==> config.mk <==
export PLATFORM = sky130hd
export DESIGN_NAME = uart9_rx
export DESIGN_NICKNAME = d
export VERILOG_FILES = /design/src/rtl/uart9_pkg.sv /design/src/rtl/uart_bit_sampler.sv /design/src/rtl/uart9_rx.sv
export SDC_FILE = /design/constraint.sdc
export NUM_CORES = 1
export LEC_CHECK = 0
export ABC_AREA = 0
export ABC_CLOCK_PERIOD_IN_PS = 6700
export BUFFER_PORTS_ARGS = -buffer_cell sky130_fd_sc_hd__buf_2
export CAP_MARGIN = 10
export CORE_MARGIN = 2
export CORE_UTILIZATION = 55
export DETAILED_ROUTE_END_ITERATION = 8
export PLACE_DENSITY_LB_ADDON = 0.12
export SLEW_MARGIN = 20
export SYNTH_ARGS = -nofsm -noshare
export SYNTH_HDL_FRONTEND = slang
export SYNTH_SLANG_ARGS = --single-unit
==> constraint.sdc <==
create_clock -name clk -period 6.7 [get_ports clk]
set_input_delay 0 -clock clk [delete_from_list [all_inputs] [get_ports clk]]
set_output_delay 0 -clock clk [all_outputs]
set_load 0.005 [all_outputs]
==> src/rtl/uart9_pkg.sv <==
// Definitions shared by the 9-bit-over-UART receiver and transmitter:
// the FSM state encoding and the baud divisor helper.
package uart9_pkg;

  typedef enum logic [2:0] {
    IDLE,
    START,
    DATA,
    STOP,
    WAIT2
  } state_t;

  // Clocks per bit, integer-truncated.
  function automatic int calc_div(input int clk_hz, input int baud);
    return clk_hz / baud;
  endfunction

endpackage

==> src/rtl/uart_bit_sampler.sv <==
// Front end of the UART receiver: rx synchroniser, falling-edge detect, baud counter and bit sampling.
// Define UART9_RX_MAJORITY_EN for a 2-of-3 vote around each sample point (needs DIV >= 4).
module uart_bit_sampler #(
  parameter int DIV = 10
) (
  input  logic clk,
  input  logic reset,
  input  logic rx,
  input  logic run,
  input  logic start_phase,
  output logic fall_edge,
  output logic sample_stb,
  output logic sample_val
);

  localparam int HALF = DIV / 2;
`ifdef UART9_RX_MAJORITY_EN
  localparam int EXTRA = 2;
`else
  localparam int EXTRA = 0;
`endif
  localparam int CW = $clog2(DIV + 1);
  localparam logic [CW-1:0] START_LAST = CW'(HALF - 1 + EXTRA);
  localparam logic [CW-1:0] BIT_LAST   = CW'(DIV - 1);

  logic          sync1;
  logic          rxs;
  logic          rxs_d;
  logic [1:0]    live;
  logic [CW-1:0] cnt;
  logic [CW-1:0] last_cnt;

  // NOTE: the synchroniser resets to the idle level (1), so a reset line looks idle, not like a start bit.
  always_ff @(posedge clk or posedge reset) begin
    if (reset) begin
      sync1 <= 1'b1;
      rxs   <= 1'b1;
      rxs_d <= 1'b0;
      live  <= 2'b00;
    end else begin
      sync1 <= rx;
      rxs   <= sync1;
      live  <= {live[0], 1'b1};
      // Only a genuinely observed high can arm the edge detector; a line held low through reset is ignored.
      rxs_d <= rxs & live[1];
    end
  end

  assign fall_edge  = rxs_d & ~rxs;
  assign last_cnt   = start_phase ? START_LAST : BIT_LAST;
  assign sample_stb = run && (cnt == last_cnt);

  // Counter restarts on every strobe, which coincides with each FSM state/bit boundary.
  always_ff @(posedge clk or posedge reset) begin
    if (reset) begin
      cnt <= '0;
    end else if (!run || sample_stb) begin
      cnt <= '0;
    end else begin
      cnt <= cnt + CW'(1);
    end
  end

`ifdef UART9_RX_MAJORITY_EN
  logic s0;
  logic s1;

  always_ff @(posedge clk or posedge reset) begin
    if (reset) begin
      s0 <= 1'b1;
      s1 <= 1'b1;
    end else if (run) begin
      if (cnt == last_cnt - CW'(2)) s0 <= rxs;
      if (cnt == last_cnt - CW'(1)) s1 <= rxs;
    end
  end

  assign sample_val = (s0 & s1) | (s0 & rxs) | (s1 & rxs);
`else
  assign sample_val = rxs;
`endif

endmodule

==> src/rtl/uart9_rx.sv <==
// 9-bit word receiver: two 8N1 bytes (low byte, then {7'b0, bit8}) reassembled into data9 with a valid strobe.
// Optional UART9_RX_MAJORITY_EN selects majority-vote sampling in uart_bit_sampler.
module uart9_rx
  import uart9_pkg::*;
#(
  parameter int CLK_HZ       = 100_000_000,
  parameter int BAUD         = 9600,
  parameter int TIMEOUT_BITS = 20
) (
  input  logic       clk,
  input  logic       reset,
  input  logic       rx,
  output logic [8:0] data9,
  output logic       valid,
  output logic       frame_err,
  output logic       timeout_err,
  output logic       busy
);

  localparam int DIV     = calc_div(CLK_HZ, BAUD);
  localparam int TO_CLKS = TIMEOUT_BITS * DIV;
  localparam int TW      = $clog2(TO_CLKS + 1);
  localparam logic [TW-1:0] TO_LAST = TW'(TO_CLKS - 1);

  state_t        state;
  logic          byte1;
  logic [2:0]    bit_idx;
  logic [7:0]    shift;
  logic [7:0]    lo;
  logic [TW-1:0] tcnt;
  logic          fall_edge;
  logic          sample_stb;
  logic          sample_val;
  logic          run;

  assign run = (state == START) || (state == DATA) || (state == STOP);

  uart_bit_sampler #(
    .DIV(DIV)
  ) u_sampler (
    .clk        (clk),
    .reset      (reset),
    .rx         (rx),
    .run        (run),
    .start_phase(state == START),
    .fall_edge  (fall_edge),
    .sample_stb (sample_stb),
    .sample_val (sample_val)
  );

  // NOTE: every output is assigned here with <= so strobes and data9 are registered and glitch-free.
  always_ff @(posedge clk or posedge reset) begin
    if (reset) begin
      state       <= IDLE;
      byte1       <= 1'b0;
      bit_idx     <= '0;
      shift       <= '0;
      lo          <= '0;
      tcnt        <= '0;
      data9       <= '0;
      valid       <= 1'b0;
      frame_err   <= 1'b0;
      timeout_err <= 1'b0;
      busy        <= 1'b0;
    end else begin
      valid       <= 1'b0;
      frame_err   <= 1'b0;
      timeout_err <= 1'b0;
      tcnt        <= '0;
      case (state)
        IDLE: begin
          byte1 <= 1'b0;
          if (fall_edge) begin
            state <= START;
            busy  <= 1'b1;
          end
        end
        START: if (sample_stb) begin
          if (!sample_val) begin
            state   <= DATA;
            bit_idx <= '0;
          end else if (byte1) begin
            state <= WAIT2;
          end else begin
            state <= IDLE;
            busy  <= 1'b0;
          end
        end
        DATA: if (sample_stb) begin
          shift[bit_idx] <= sample_val;
          if (bit_idx == 3'd7) state <= STOP;
          else bit_idx <= bit_idx + 3'd1;
        end
        STOP: if (sample_stb) begin
          if (!sample_val) begin
            frame_err <= 1'b1;
            state     <= IDLE;
            busy      <= 1'b0;
          end else if (!byte1) begin
            lo    <= shift;
            byte1 <= 1'b1;
            state <= WAIT2;
          end else begin
            // High byte must be {7'b0, bit8}; anything else poisons the pair.
            if (shift[7:1] == 7'd0) begin
              data9 <= {shift[0], lo};
              valid <= 1'b1;
            end else begin
              frame_err <= 1'b1;
            end
            state <= IDLE;
            busy  <= 1'b0;
          end
        end
        WAIT2: begin
          if (fall_edge) begin
            state <= START;
          end else if (tcnt == TO_LAST) begin
            timeout_err <= 1'b1;
            state       <= IDLE;
            busy        <= 1'b0;
          end else begin
            tcnt <= tcnt + TW'(1);
          end
        end
        default: begin
          state <= IDLE;
          busy  <= 1'b0;
        end
      endcase
    end
  end

endmodule

==> reports/metrics.yaml, run 1 <==
clock_tree:
  cts_inserted_buffers: 9
  cts_tree: "done"
  cts_resized: 0
  path_clk_slew_ps: 70
  cts_sinks: 73
  h-tree-depth: 3
  root_buffer: "clkbuf_8"
  cts_max_path_buffers: 2
  clk_latency_ps: 340
job:
  maxCapViolations: 0
synthesis:
  yosysTopAreaCellShare_pct: 52.40
  synth_area_leaders: "dfrtp_1 (52%), mux2_2 (6.3%), nor2_1 (5.2%)"
  syn_nets: 319
  synth-edff-count: 0
  synth_top_cells_by_count: "dfrtp_1 (71), nor2_1 (47), mux2_2 (19)"
  synth_cells: 312
  yosysMostFrequentCell: "dfrtp_1"
  yosysTopAreaCell: "dfrtp_1"
  synth.distinct_cells: 47
  synth.yosys.seq_area_share_pct: 53.95
  synth_area_um2: 3391
  ys.flop_type: "dfrtp_1"
  ys_warn_count: 0
  syn_area_per_cell_um2: 10.87
  async_flop_share_pct: 100.0
  postSynthRegisterBits: 73
floorplanning:
  core_um2: 5956
  dieHeight_um: 82.52
  start_util_pct: 56.93
  boundaryPins: 16
  die-area_um2: 6809
  die_w_um: 82.52
  fp-row-count: 28
cells_and_area:
  fill_cells: 473
  nets: 335
  layout-drive-gt1-share_pct: 16.82
  utilization_pct: 62.40
  antenna_cells: 0
  syn_to_final_growth_pct: 9.594
  final_cells: 408
global_routing:
  gr-usage-met1_pct: 26.55
  grt_pass1_vias: 2162
  use_met2_pct: 29.84
  antenna_found_initial: 0
  gr-usage-met3_pct: 5.652
  overflow: 0
  grt_max_degree: 74
  grt_pass1_wl_mm: 9.901
  grt_util_all_layers_pct: 19.48
  busiest_layer: "met2"
power_and_ir_drop:
  p_total_mw: 0.9153
  ir_worst_vdd_v: 0.0001543
  p_leak_nw: 1.709
  powerDensity_nw_per_um2: 246.3
worst_setup_path:
  crit_path_start_kind: "flip-flop"
  worstReg2RegStart: "u_sampler.cnt[0]"
  cp-end-kind: "flip-flop"
  required_ps: 6920
  worstPathMaxFanout: 12
  crit_end: "data9[5]"
  r2r-end: "data9[5]"
  critPathLaunch: "u_sampler.cnt[0]"
  critical_path_class: "reg2reg"
  cp.arrival_ps: 2740
  r2r_cells: 6
  r2r_setup_slack_ps: 4180
place:
  detailed_place_hpwl_mm: 3.948
  io_buffers: 15
  dp.cells: 390
  gp_congestion: 0.7827
timing:
  fmax_ghz: 0.3973
  finalClockSkew_ps: 7.666
  relSlewSlack_pct: 41.03
  tns_ps: 0
  fin_crit_sh_pct: 37.57
  hold_violations: 0
  final-max-slew-violation-count: 0
  fin_crit_ps: 2517
  worst_pin_slew_ps: 884.6
  setup_viol: 0
  rsz0062_at_grt: "no"
route:
  num_vias: 2308
  drc_errors: 0
  wl_mm: 5.964
  drt_iter0_markers: 149
  detail-route-antenna-nets: 0
  firstDrtPassIters: 5
  wl_per_cell_um: 14.62
  routed_via_density: 5.657
run_status:
  outcome: "finished, final reports clean"
worst_hold_path:
  hp-class: "in2reg"
[worst max-delay path, stage by stage (launching register included)]
cell and delay (ps):
dfrtp_1 370, ha_1 240, nand4bb_1 150, a211oi_1 360
nand3_2 330, nor3_4 550, mux2_2 390
[per-layer routing]
layer	up-vias	part of all wire, %
met5	-	0
met4	0	1.3
met3	9	3.6
met2	39	47
met1	1136	48
li1	1124	-
[flip-flops by register name, indices dropped and copies added (netlist names), 2 cells and up]
register / count
tcnt: 18
shift: 8
lo: 8
bit_idx: 3
state: 3
u_sampler.live: 2
u_sampler.cnt: 14
data9: 9
[where the power goes]
group / switching, mW / internal (mW) / leakage [nW]
clock: 0.153 / 0.173 / 0.0916
combinational: 0.0643 / 0.0388 / 0.626
sequential: 0.0270 / 0.460 / 0.992
total: 0.244 / 0.671 / 1.71
[worst min-delay path by stage]
stage | startpoint | end | slack, ps | cells past startpoint
floorplan | rx | u_sampler.sync1 | 4 | 0
global route | rx | u_sampler.sync1 | 290 | 2
detailed placement | rx | u_sampler.sync1 | 110 | 1
CTS | rx | u_sampler.sync1 | 280 | 2
global placement | rx | u_sampler.sync1 | 110 | 1
finish | rx | u_sampler.sync1 | 310 | 2
[layout make-up]
| type | count | area, um2 | share of cell area, % |
|---|---|---|---|
| clock buffer | 13 | 138.9 | 3.737 |
| sequential | 73 | 1829 | 49.23 |
| clock inverter | 3 | 43.79 | 1.178 |
| timing repair buffer | 18 | 102.6 | 2.761 |
| multi-input combinational | 215 | 1466 | 39.46 |
| tap | 75 | 93.84 | 2.525 |
| inverter | 11 | 41.29 | 1.111 |
[through the flow]
stage               hold WS (ps)  worst slack [ps]  area, um2
finish                     306.5              4183       3716
global route               293.9              3970       3716
CTS                        281.1              4129       3716
detailed placement         107.3              4137       3513
global placement           105.8              4265       3513
floorplan                  4.478              4576       3391
[kinds of logic after synthesis]
| family | after synthesis | synth area share, % |
|---|---|---|
| buffers and inverters | 24 | 2.804 |
| muxes | 23 | 7.638 |
| DFF | 73 | 53.95 |
| xor gates and xnor gates | 29 | 7.491 |
| AOI/OAI and AO/OA | 25 | 5.388 |
| adders and majority gates | 4 | 1.476 |
| other | 1 | 0.1106 |
| and+or+nand+nor | 133 | 21.14 |
[what timing repair did]
| item | CTS | global route |
|---|---|---|
| endpoints found under the hold margin | 72 | 0 |
| buffers inserted | 0 | 0 |
| hold buffers | 2 | 0 |
[layout by cell type (no fill, tap or decap), drive strengths merged, types with 3 or more instances in the layout]
cell,netlist,routed
ha,4,4
nand2b,3,3
nor2,47,47
nor3,6,6
nand4b,3,3
xor2,16,16
nand2,14,14
clkbuf,9,13
o31ai,3,3
inv,11,11
a32o,3,3
or3,3,3
o21ai,7,7
nor4,5,5
nand4,13,13
mux2,23,23
and3,5,5
buf,4,16
xnor2,13,13
a21oi,3,3
nand3,19,19
nor2b,3,3
dfrtp,71,71
Note: power is estimated with default switching activity, not from simulation.
==> run 2, diff against run 1 <==
ABC_CLOCK_PERIOD_IN_PS = 2600   (was 6700)
clock period = 2.6 ns   (was 6.7 ns; I/O delays follow)
==> run 2 against run 1 <==
Sequential cell count unchanged. Total power grew to 2.6 times the previous value. Clock power is 150% higher. Worst hold slack got worse by 17 ps. Clock-buffer cell count decreased by 2. Global-route usage up 1.4 points. Final cell count is 2.7% higher. Critical endpoint is now data9[0].
==> reports/metrics.yaml, run 2 (synthesis gave the netlist of run 1 again) <==
floorplanning:
  die-area_um2: 6809
  boundaryPins: 16
  dieHeight_um: 82.52
  die_w_um: 82.52
  fp-row-count: 28
  start_util_pct: 56.93
  core_um2: 5956
cells_and_area:
  syn_to_final_growth_pct: 12.36
  final_cells: 419
  fill_cells: 492
  largest_register: "tcnt"
  layout-drive-gt1-share_pct: 20.64
  final_cell_area_um2: 3810
  final_cell_mix: "dfrtp_1 (71), nor2_1 (47), mux2_2 (19), nand3_1 (18), xor2_1 (16)"
  antenna_cells: 0
  layout_commonest_cell: "dfrtp_1"
  largest_reg_flops: 18
  nets: 346
  reg_top3: "tcnt: 18 flops, u_sampler.cnt: 14 flops, data9: 9 flops"
global_routing:
  grt_pass1_vias: 2251
  grt_max_degree: 44
  overflow: 0
  grt_util_all_layers_pct: 20.86
  grt_pass1_wl_mm: 10.69
  antenna_found_initial: 0
route:
  num_vias: 2368
  wl_per_cell_um: 14.68
  firstDrtPassIters: 4
  wl_mm: 6.149
  drc_errors: 0
  routed_via_density: 5.652
  drt_iter0_markers: 114
  detail-route-antenna-nets: 0
power_and_ir_drop:
  p_leak_nw: 1.767
  ir_worst_vdd_v: 0.0004288
  powerDensity_nw_per_um2: 614.1
clock_tree:
  cts_inserted_buffers: 9
  cts_sinks: 73
  cts_max_path_buffers: 2
  h-tree-depth: 3
  root_buffer: "clkbuf_8"
  path_clk_slew_ps: 70
  cts_tree: "done"
  clk_latency_ps: 350
worst_setup_path:
  max_stage_delay_ps: 370
  required_ps: 2820
  cp_cell_sequence: "ha_1, nand4bb_1, a211oi_1, nand3_2, buf_4, nor3_4, buf_4, mux2_1"
  cp.arrival_ps: 2490
  cp_slowest_cell: "dfrtp_1"
  cp-end-kind: "flip-flop"
  critical_path_class: "reg2reg"
  cp_common_cell: "buf_4"
  crit_path_start_kind: "flip-flop"
  worstPathMaxFanout: 10
place:
  place_area_um2: 3578
  detailed_place_hpwl_mm: 4.234
  dp.cells: 397
  dpl_worst_slack_ps: 186.2
  gp_congestion: 0.8540
  io_buffers: 15
timing:
  rsz0062_at_grt: "no"
  whs_ps: 289.7
  worst_pin_slew_ps: 663.0
  relSlewSlack_pct: 55.40
  fin_crit_ps: 2270
  tns_ps: 0
  fmax_ghz: 0.4405
  fin_crit_sh_pct: 87.32
  finalClockSkew_ps: 11.37
  hold_violations: 0
  layout_setup_ws_ps: 329.8
  final-max-slew-violation-count: 0
  setup_viol: 0
worst_hold_path:
  hp-class: "in2async"
run_status:
  outcome: "finished, final reports clean"
job:
  maxCapViolations: 0
-- run 2: cell types whose count changed in the layout (fill, tap and decap cells not counted), sizes merged --
cell,before,now
bufinv,1,0
clkbuf,13,11
clkinvlp,0,2
buf,16,27
clkinv,2,3
-- run 2: repair_timing --
action	in CTS	in global routing
gates resized for setup	0	0
setup endpoints to repair	0	16
setup buffers	0	4
hold buffers	2	0
hold endpoints to repair	29	0
-- run 2: path summary, 6_finish.rpt --
path,startpoint,end,slack (ps),depth (start not counted)
setup reg to reg,u_sampler.cnt[0],data9[0],330,8
min in group clk,rx,u_sampler.sync1,300,2
hold / removal,reset,tcnt[10],290,3
max in group asynchronous,reset,u_sampler.cnt[2],1660,4
hold reg to reg,u_sampler.live[0],u_sampler.live[1],350,0
setup / recovery,u_sampler.cnt[0],data9[0],330,8
-- run 2: final cells by class --
class | count | area, um2 | area share [%]
repair buffers | 29 | 197.7 | 5.189
clock buffers | 11 | 151.4 | 3.974
multi-input cells | 215 | 1466 | 38.49
well taps | 75 | 93.84 | 2.463
flip-flops and latches | 73 | 1829 | 48.01
inverters | 11 | 41.29 | 1.084
clock inverters | 5 | 30.03 | 0.7882
-- run 2: where the power goes --
group	leakage (nW)	switching [mW]	internal [mW]
registers	0.992	0.0472	1.18
logic	0.684	0.189	0.114
clock network	0.0911	0.412	0.393
total	1.77	0.649	1.69
-- run 2: per-layer routing --
metal / wire length [um] / GRT usage [%]
met4: 128 / 8.852
met2: 2830 / 32.18
met3: 177 / 3.913
met5: 0 / 0
met1: 3012 / 29.01
-- run 2: stage by stage --
stage | power [mW] | utilization, %
CTS | 2.365 | 63.47
global placement | 1.551 | 60.08
floorplan | 1.486 | -
detailed placement | 1.554 | 60.08
finish | 2.340 | 63.97
global route | 2.481 | 63.97
-- run 2: worst max-delay path: cells and delay by family (launching register included) --
kind | cells | cell delay [ps]
DFF | 1 | 370
buffers and inverters | 2 | 400
and+or+nand+nor | 3 | 440
muxes | 1 | 350
AOI/OAI and AO/OA | 1 | 340
adders and majority gates | 1 | 230
